File: src/rtl/gray_pkg.sv
// Shared mode encoding and widths for the Gray-code codec.
package gray_pkg;

  localparam int MODE_W = 2;

  typedef enum logic [MODE_W-1:0] {
    BIN2GRAY = 2'b00,
    GRAY2BIN = 2'b01,
    GRAY_INC = 2'b10,
    PASS     = 2'b11
  } mode_e;

endpackage

File: src/rtl/gray_core.sv
// Combinational Gray-code datapath: convert, increment-in-Gray, or pass-through.
// Zero latency, no state; wrap flags a GRAY_INC whose binary operand was all-ones.
module gray_core
  import gray_pkg::*;
#(
  parameter int WIDTH = 4
) (
  input  logic [MODE_W-1:0] i_mode,
  input  logic [WIDTH-1:0]  i_data,
  output logic [WIDTH-1:0]  o_data,
  output logic              o_wrap
);

  logic [WIDTH-1:0] w_b2g;
  logic [WIDTH-1:0] w_g2b;
  logic [WIDTH-1:0] w_inc_bin;
  logic [WIDTH-1:0] w_inc_gray;
  logic             w_all_ones;

  assign w_b2g = i_data ^ (i_data >> 1);

  // Binary bit i is the XOR of all Gray bits from i up to the MSB.
  always_comb begin
    w_g2b = '0;
    for (int i = 0; i < WIDTH; i++) begin
      w_g2b[i] = ^(i_data >> i);
    end
  end

  assign w_all_ones = &w_g2b;
  assign w_inc_bin  = w_g2b + {{(WIDTH-1){1'b0}}, 1'b1};
  assign w_inc_gray = w_inc_bin ^ (w_inc_bin >> 1);

  always_comb begin
    o_data = i_data;
    o_wrap = 1'b0;
    case (i_mode)
      BIN2GRAY: o_data = w_b2g;
      GRAY2BIN: o_data = w_g2b;
      GRAY_INC: begin
        o_data = w_inc_gray;
        o_wrap = w_all_ones;
      end
      default:  o_data = i_data;
    endcase
  end

endmodule

File: src/rtl/gray_codec.sv
// Gray-code codec with one registered output stage; latency 1 cycle, full throughput.
// Backpressure: in_ready = !out_valid || out_ready; a stalled result holds stable.
module gray_codec
  import gray_pkg::*;
#(
  parameter int WIDTH = 4
) (
  input  logic              clk,
  input  logic              rst,
  input  logic              in_valid,
  output logic              in_ready,
  input  logic [MODE_W-1:0] in_mode,
  input  logic [WIDTH-1:0]  in_data,
  output logic              out_valid,
  input  logic              out_ready,
  output logic [MODE_W-1:0] out_mode,
  output logic [WIDTH-1:0]  out_data,
  output logic              out_wrap
);

  logic              r_valid;
  logic [MODE_W-1:0] r_mode;
  logic [WIDTH-1:0]  r_data;
  logic              r_wrap;

  logic [WIDTH-1:0]  w_res;
  logic              w_wrap;
  logic              w_in_hs;
  logic              w_out_hs;

  gray_core #(
    .WIDTH (WIDTH)
  ) u_core (
    .i_mode (in_mode),
    .i_data (in_data),
    .o_data (w_res),
    .o_wrap (w_wrap)
  );

  assign in_ready = !r_valid || out_ready;
  assign w_in_hs  = in_valid && in_ready;
  assign w_out_hs = r_valid && out_ready;

  // Reset wins over any handshake, so a held or incoming word is dropped.
  always_ff @(posedge clk) begin
    if (rst) begin
      r_valid <= 1'b0;
      r_mode  <= '0;
      r_data  <= '0;
      r_wrap  <= 1'b0;
    end else if (w_in_hs) begin
      r_valid <= 1'b1;
      r_mode  <= in_mode;
      r_data  <= w_res;
      r_wrap  <= w_wrap;
    end else if (w_out_hs) begin
      r_valid <= 1'b0;
    end
  end

  assign out_valid = r_valid;
  assign out_mode  = r_mode;
  assign out_data  = r_data;
  assign out_wrap  = r_wrap;

endmodule
File: config.mk
export PLATFORM = sky130hd
export DESIGN_NAME = gray_codec
export DESIGN_NICKNAME = d
export VERILOG_FILES = /design/src/rtl/gray_pkg.sv /design/src/rtl/gray_core.sv /design/src/rtl/gray_codec.sv
export SDC_FILE = /design/constraint.sdc
export NUM_CORES = 1
export LEC_CHECK = 0
export BUFFER_PORTS_ARGS = -buffer_cell sky130_fd_sc_hd__buf_2
export CAP_MARGIN = 20
export CORE_MARGIN = 2
export CORE_UTILIZATION = 28
export CTS_CLUSTER_DIAMETER = 100
export DETAILED_ROUTE_END_ITERATION = 6
export GPL_TIMING_DRIVEN = 0
export REMOVE_ABC_BUFFERS = 1
export SLEW_MARGIN = 5
export SYNTH_ARGS = -nofsm -noshare
export SYNTH_HDL_FRONTEND = slang
export SYNTH_SLANG_ARGS = --single-unit
File: constraint.sdc
create_clock -name clk -period 2.5 [get_ports clk]
set_clock_uncertainty 0.2 [all_clocks]
set_input_delay 0.125 -clock clk [delete_from_list [all_inputs] [get_ports clk]]
set_output_delay 0.125 -clock clk [all_outputs]
set_load 0.005 [all_outputs]
Word-level counts from Yosys, hierarchy flattened. Index checks and enable logic that the tools add are counted.

Register bits after elaboration: 8. Input port bits: 10. Output and inout port bits: 9. Word-level logic and storage cells: 24.

Add/subtract/negate cells: 1. Equality and inequality tests: 2. Mux-type cells: 4. Bitwise gates (word level): 2. Reductions and logical operators: 11.

Operators with widths (number): 4-bit XOR reduction (4); 4-bit one-hot mux with 3 select lines (1); 4-bit by 3-bit XOR with 4-bit output (2); 4-bit by 1-bit adder with 4-bit output, second input constant (1); 4-bit AND reduction (1); 1-bit 2-to-1 mux (3); 2-bit by 1-bit equality test with 1-bit output, second input constant (1); 2-bit equality test, second input constant (1); 1-bit logical AND (2); 2-bit zero test (1); 2-bit nonzero test (1); 1-bit zero test (1); 1-bit logical OR (1).

Depth between registers and ports, before layout.
Word-level depth: 4. Depth in mapped cells: 7. Depth with buffers taken out: 7.

Cells and area by module. Synthesis repeated with hierarchy kept, for this count alone.

Cells, all modules: 97. Area, all modules: 773.2 um2.

By module, submodules not included: gray_core (times used 1, cells an instance 61, area each 411.6 um2, sequential area each 0.0 um2); gray_codec (times used 1, cells an instance 36, area each 361.6 um2, sequential area each 160.2 um2).

Least setup slack after synthesis. No wires, ideal clock.

Path kind: input to register. Start: input in_data[2]. End: register r_data[0] (netlist: out_data[0]). Setup time: 128 ps. Arrival time: 1237 ps. Required time: 2172 ps. Slack: 935 ps. Stages on the path: 7. Buffers on the path: 0. Cell sequence: inv_1 > ha_1 > inv_1 > a21oi_1 > or3b_2 > o2111ai_1 > a21oi_1.

Word-level cells in the longest chain between the ends: 4. Elaborated cells on any way between the ends: 5.

RTL lines: start, declared (line gray_codec.sv:13) `input logic [WIDTH-1:0] in_data,`; 4-bit XOR reduction (line gray_core.sv:26) `w_g2b[i] = ^(i_data >> i);`; 4-bit by 1-bit adder with 4-bit output (line gray_core.sv:31) `assign w_inc_bin = w_g2b + {{(WIDTH-1){1'b0}}, 1'b1};`; 4-bit by 3-bit XOR with 4-bit output (line gray_core.sv:32) `assign w_inc_gray = w_inc_bin ^ (w_inc_bin >> 1);`; 4-bit one-hot mux with 3 select lines * (line gray_core.sv:37) `case (i_mode)`; end signal, assigned (line gray_codec.sv:54) `r_data <= w_res;`; end, declared (line gray_codec.sv:23) `logic [WIDTH-1:0] r_data;`.

Every way passes the cells marked *; elsewhere a longest branch is shown, timed or not. A chain may end at the register's enable or synchronous reset.

Worst setup path in the final report.
Start: input in_valid. End: register r_mode[0] (netlist: out_mode[0]).

Word-level cells in the longest chain between the ends: 1.

RTL lines: start, declared (line gray_codec.sv:10) `input logic in_valid,`; 1-bit logical AND (line gray_codec.sv:41) `assign w_in_hs = in_valid && in_ready;`; end signal, assigned (line gray_codec.sv:53) `r_mode <= in_mode;`; end, declared (line gray_codec.sv:22) `logic [MODE_W-1:0] r_mode;`.

No other way between the ends.

==> results.md <==
- The global-route congestion overflow total is 0.
- The final-layout worst hold slack is 0.02232 ns.
- The share of total power in the clock network is 28.3%.
- The maximum number of pins on one net before global-route repair is 13.
- The total standard cell area after synthesis is 575.6 µm².
- The number of max-slew violations in the final report is 0.
- The instance count of the mapped netlist is 81.
- From synthesis to final layout, the design area changed by 28.04%.
- The pre-antenna-repair detailed-routing pass consisted of 4 iterations.
- Once detailed placement completed, the half-perimeter wirelength came to 1009 µm.
- After synthesis, the share of cell area in mux cells is 3.478%.
- The via-per-instance ratio is 4.820.
- Together, buffers and inverters on the worst path number 3.
- For the worst flop-to-flop path, the logic depth is 5.
- CTS placed an instance of sky130_fd_sc_hd__clkbuf_4 at the clock tree root.
- The top cell type by total area after synthesis is sky130_fd_sc_hd__dfxtp_1.
- Data arrives at the worst endpoint at 1.79 ns.
- Among cell families on the critical path, the largest total delay comes from buffers and inverters.
- The final critical path time including I/O delays and setup is 1.799 ns.
- The post-CTS setup buffer count is 0.
- The internal power of the cells totals 0.2343 mW.
- The number of buffers created by CTS is 3.
- The wire length of the first global-routing pass is 2111 µm.
- The pin slew with the least headroom to its limit is 0.3100 ns.
- Clock-pin slew was measured on the worst setup and hold paths at 0.05 ns.
- The highest-delay cell along the critical path is sky130_fd_sc_hd__dlygate4sd3_1.
- The critical path in this run is classified as in -> reg.
- The global placement routability congestion is 0.7920.
- Input and output buffers added on the ports amount to 18.
- For this block, the initial DRC count from the detailed router was 17.
- At the end of the flow, the number of nets in the layout was 114.
- The part of the power in combinational logic is 28.9%.
- Across the run, the number of max-cap violations was 0.
- Measured against its own limit, the worst slew margin works out to 79.11%.
- The number of warnings reported in the yosys synthesis log is 0.
- The analysis attributes to net switching a power of 0.09342 mW.
- In the routed design, unresolved DRC markers number 0.
- The maximum cell stage delay along the critical path is 0.55 ns.
- The required time at the worst-slack endpoint is 2.49 ns.
- The global-route usage over all layers is 10.90%.
- STA classifies the critical path startpoint as an input port.
- The setup check on the worst reg-to-reg path leaves a slack of 0.77 ns.
- The highest attainable clock frequency is 555.8 MHz.
- The path with the worst hold slack has its endpoint at out_mode[1].
- In this run the vertical extent of the chip is 49.34 µm.
- The min-delay analysis places its worst path in the category in -> reg.
- The synthesized netlist devotes 28.04% of its cell area to simple gates.
- The part of the total power dissipated in sequential elements is 42.8%.
- Clock tree synthesis found a total of 8 sinks.
- A synthesized cell averages 7.106 µm².
- Of all nets on the critical path, the largest fanout is 7.
- After floorplanning, the core was sized to cover 1942 µm².
- The power density normalized to cell area is 444.7 nW/µm².
- The die extent in x is 49.34 µm.
- By area, the combinational part of the netlist is dominated by simple AND/OR/NAND/NOR gates.
- The flow ran to the end, and the final reports show no timing, DRC or antenna violations.
- The source-to-sink clock delay at the later pin of the worst-skew pair is 0.24 ns.
- The starting density of the core is 29.64%.
- The boundary pin count is 19.
- The switching share of power is 28.51%.
- The buffer levels on the longest clock path is 2.
- Traced cell by cell, the critical path runs through dlygate4sd3_1 > buf_2 > and2_1 > nand2_1 > a21oi_1 > dlygate4sd3_1.
- In this run the remaining antenna-violating nets after routing total 0.
- The worst hold path passes through 3 cells.
- The routed wire length is 1351 µm.
- The static leakage is 0.3303 nW.
- Post-CTS repair changed the size of 0 cells.
- The die outline area is 2434 µm².
- The share of Yosys cell area claimed by the top area cell type is 27.83%.
- The via count of the first global-routing pass came to 502.
- The startpoint identified for the worst hold timing path is in_mode[1].
- The via count is 617.
- The leading cell type in the layout, fill and taps excluded is sky130_fd_sc_hd__buf_2.
- At the placement stage, the worst setup path has a slack of 0.6365 ns.
- The kind of capture point of the worst setup path is a register.
- Setup violations remaining at the end of the flow were counted as 0.
- Counting distinct cell types in the post-synthesis netlist gives 29.
- Setup repair after global routing left no endpoint under its margin.
- The final sum of negative setup slack is 0 ns.
- The library cells used most frequently in the layout, excluding fill and tap cells, are 18 x sky130_fd_sc_hd__buf_2, 13 x sky130_fd_sc_hd__nand2_1, 11 x sky130_fd_sc_hd__a21oi_1.
- The sequential cell area fraction in the yosys report is 27.83%.
- The cell seen most often among critical-path stages is sky130_fd_sc_hd__dlygate4sd3_1.
- 0 antenna diodes ended up in the layout.
- The post-synthesis share of cell area spent on full adders, half adders and majority gates is 2.174%.
- The setup slack of the critical path after layout is 0.7007 ns.
- The filler cell count in the final layout is 211.
- The fraction of the mapped netlist area in compound gates is 25.43%.
- In this run the number of H-tree levels came out at 1.
- After floorplanning, the core was divided into 16 placement rows.
- The area share of xor/xnor cells in the synthesized design is 6.087%.
- The total count of hold-check failures in the final report is 0.
- In this run, synthesis produced a sequential element count of 8.
- The post-route netlist has 22.77% of its cells at a drive strength greater than 1.
- Yosys attributes the largest share of cell area to sky130_fd_sc_hd__dfxtp_1 28%, sky130_fd_sc_hd__a21oi_1 9.6%, sky130_fd_sc_hd__nand2_1 8.5%.
- Across the VDD grid, the largest voltage drop is 0.0003822 V.
- The number of antenna violations at the first check in global routing came to 0.
- TritonCTS built the clock tree.
- The reg-to-reg critical path endpoint is out_mode[0].
- The share of the clock period used by the worst path after layout is 71.97%.
- The worst register-to-register path begins at out_valid.
- After detailed routing, the average wire length per cell comes to 10.55 µm.
==> stage by stage <==
stage               instance area, µm²  std cells  total power [mW]  utilization, %
floorplan                        550.5         76            0.1954               -
global placement                 674.4        121            0.2311           34.73
detailed placement               674.4        121            0.2320           34.73
CTS                              737.0        128            0.3320           37.95
global route                     737.0        128            0.3522           37.95
finish                           737.0        128            0.3277           37.95
==> kinds of logic (layout without fill, tap and decap cells) <==
kind of cell               count (synthesis)  count (layout)
muxes                                      2               2
DFF                                        8               8
AOI/OAI and AO/OA                         24              24
adders and majority gates                  1               1
xor gates and xnor gates                   4               4
and+or+nand+nor                           33              33
buffers and inverters                      9              29
==> registers in the layout (all words and copies together) (netlist names) <==
name and count:
out_valid 1, out_mode 2, out_wrap 1, out_data 4
==> worst register-to-register path, delay by kind of cell, from the launching register on <==
| family | cells | cell delay (ns) |
|---|---|---|
| buffers and inverters | 1 | 0.55 |
| and+or+nand+nor | 3 | 0.51 |
| AOI/OAI and AO/OA | 1 | 0.12 |
| DFF | 1 | 0.30 |
==> power groups by stage <==
| stage | clock network, mW | registers (mW) | logic [mW] |
|---|---|---|---|
| 4_1_cts | 0.0968 | 0.140 | 0.0950 |
| 6_report | 0.0928 | 0.140 | 0.0947 |
| 3_3_place_gp | 0 | 0.142 | 0.0888 |
| 5_1_grt | 0.106 | 0.141 | 0.105 |
| 3_5_place_dp | 0 | 0.143 | 0.0893 |
| 2_1_floorplan | 0 | 0.144 | 0.0518 |
==> final cells by class <==
class	instances	area, µm²	share of cell area (%)
timing repair buffer	22	130.1	17.66
multi-input combinational	64	375.4	50.93
sequential	8	160.2	21.73
inverter	4	15.01	2.037
tap	27	33.78	4.584
clock buffer	3	22.52	3.056
==> how the worst max path moves through the flow <==
stage	start	cells past startpoint	slack (ns)	endpoint
4_1_cts	in_valid	6	0.71	out_mode[0]
6_report	in_valid	6	0.70	out_mode[0]
3_5_place_dp	in_data[2]	8	0.64	out_data[0]
3_3_place_gp	in_data[2]	8	0.65	out_data[0]
5_1_grt	in_valid	6	0.64	out_mode[0]
2_1_floorplan	in_data[2]	7	0.94	out_data[0]
==> cell usage after synthesis <==
master / instances
sky130_fd_sc_hd__or2b_1: 1
sky130_fd_sc_hd__mux2i_1: 2
sky130_fd_sc_hd__a221oi_1: 1
sky130_fd_sc_hd__o31a_1: 1
sky130_fd_sc_hd__ha_1: 1
sky130_fd_sc_hd__a21oi_1: 11
sky130_fd_sc_hd__nand2b_1: 2
sky130_fd_sc_hd__nor2b_1: 2
sky130_fd_sc_hd__o211ai_1: 1
sky130_fd_sc_hd__a2bb2oi_1: 1
sky130_fd_sc_hd__nand3_1: 2
sky130_fd_sc_hd__nand2_1: 13
sky130_fd_sc_hd__xnor2_1: 3
sky130_fd_sc_hd__nor3b_1: 1
sky130_fd_sc_hd__nor2_1: 6
sky130_fd_sc_hd__clkbuf_1: 2
sky130_fd_sc_hd__and2_1: 2
sky130_fd_sc_hd__buf_2: 2
sky130_fd_sc_hd__buf_4: 1
sky130_fd_sc_hd__a31oi_1: 1
sky130_fd_sc_hd__nor3_1: 2
sky130_fd_sc_hd__a311oi_1: 1
sky130_fd_sc_hd__o21ai_0: 5
sky130_fd_sc_hd__dfxtp_1: 8
sky130_fd_sc_hd__inv_1: 4
sky130_fd_sc_hd__and2_4: 1
sky130_fd_sc_hd__o2111ai_1: 2
sky130_fd_sc_hd__xor2_1: 1
sky130_fd_sc_hd__or3b_2: 1
==> repair_timing <==
item	in CTS	in global routing
setup endpoints to repair	0	0
endpoints found under the hold margin	7	0
hold buffers	4	0
==> metal layers <==
layer	track usage, %	vias up	part of all wire (%)
met3	4.908	0	6.8
li1	-	321	-
met2	17.34	19	47
met5	0	-	0
met4	2.381	0	0
met1	13.41	277	46
No activity file was read; power rests on OpenSTA's default activity.
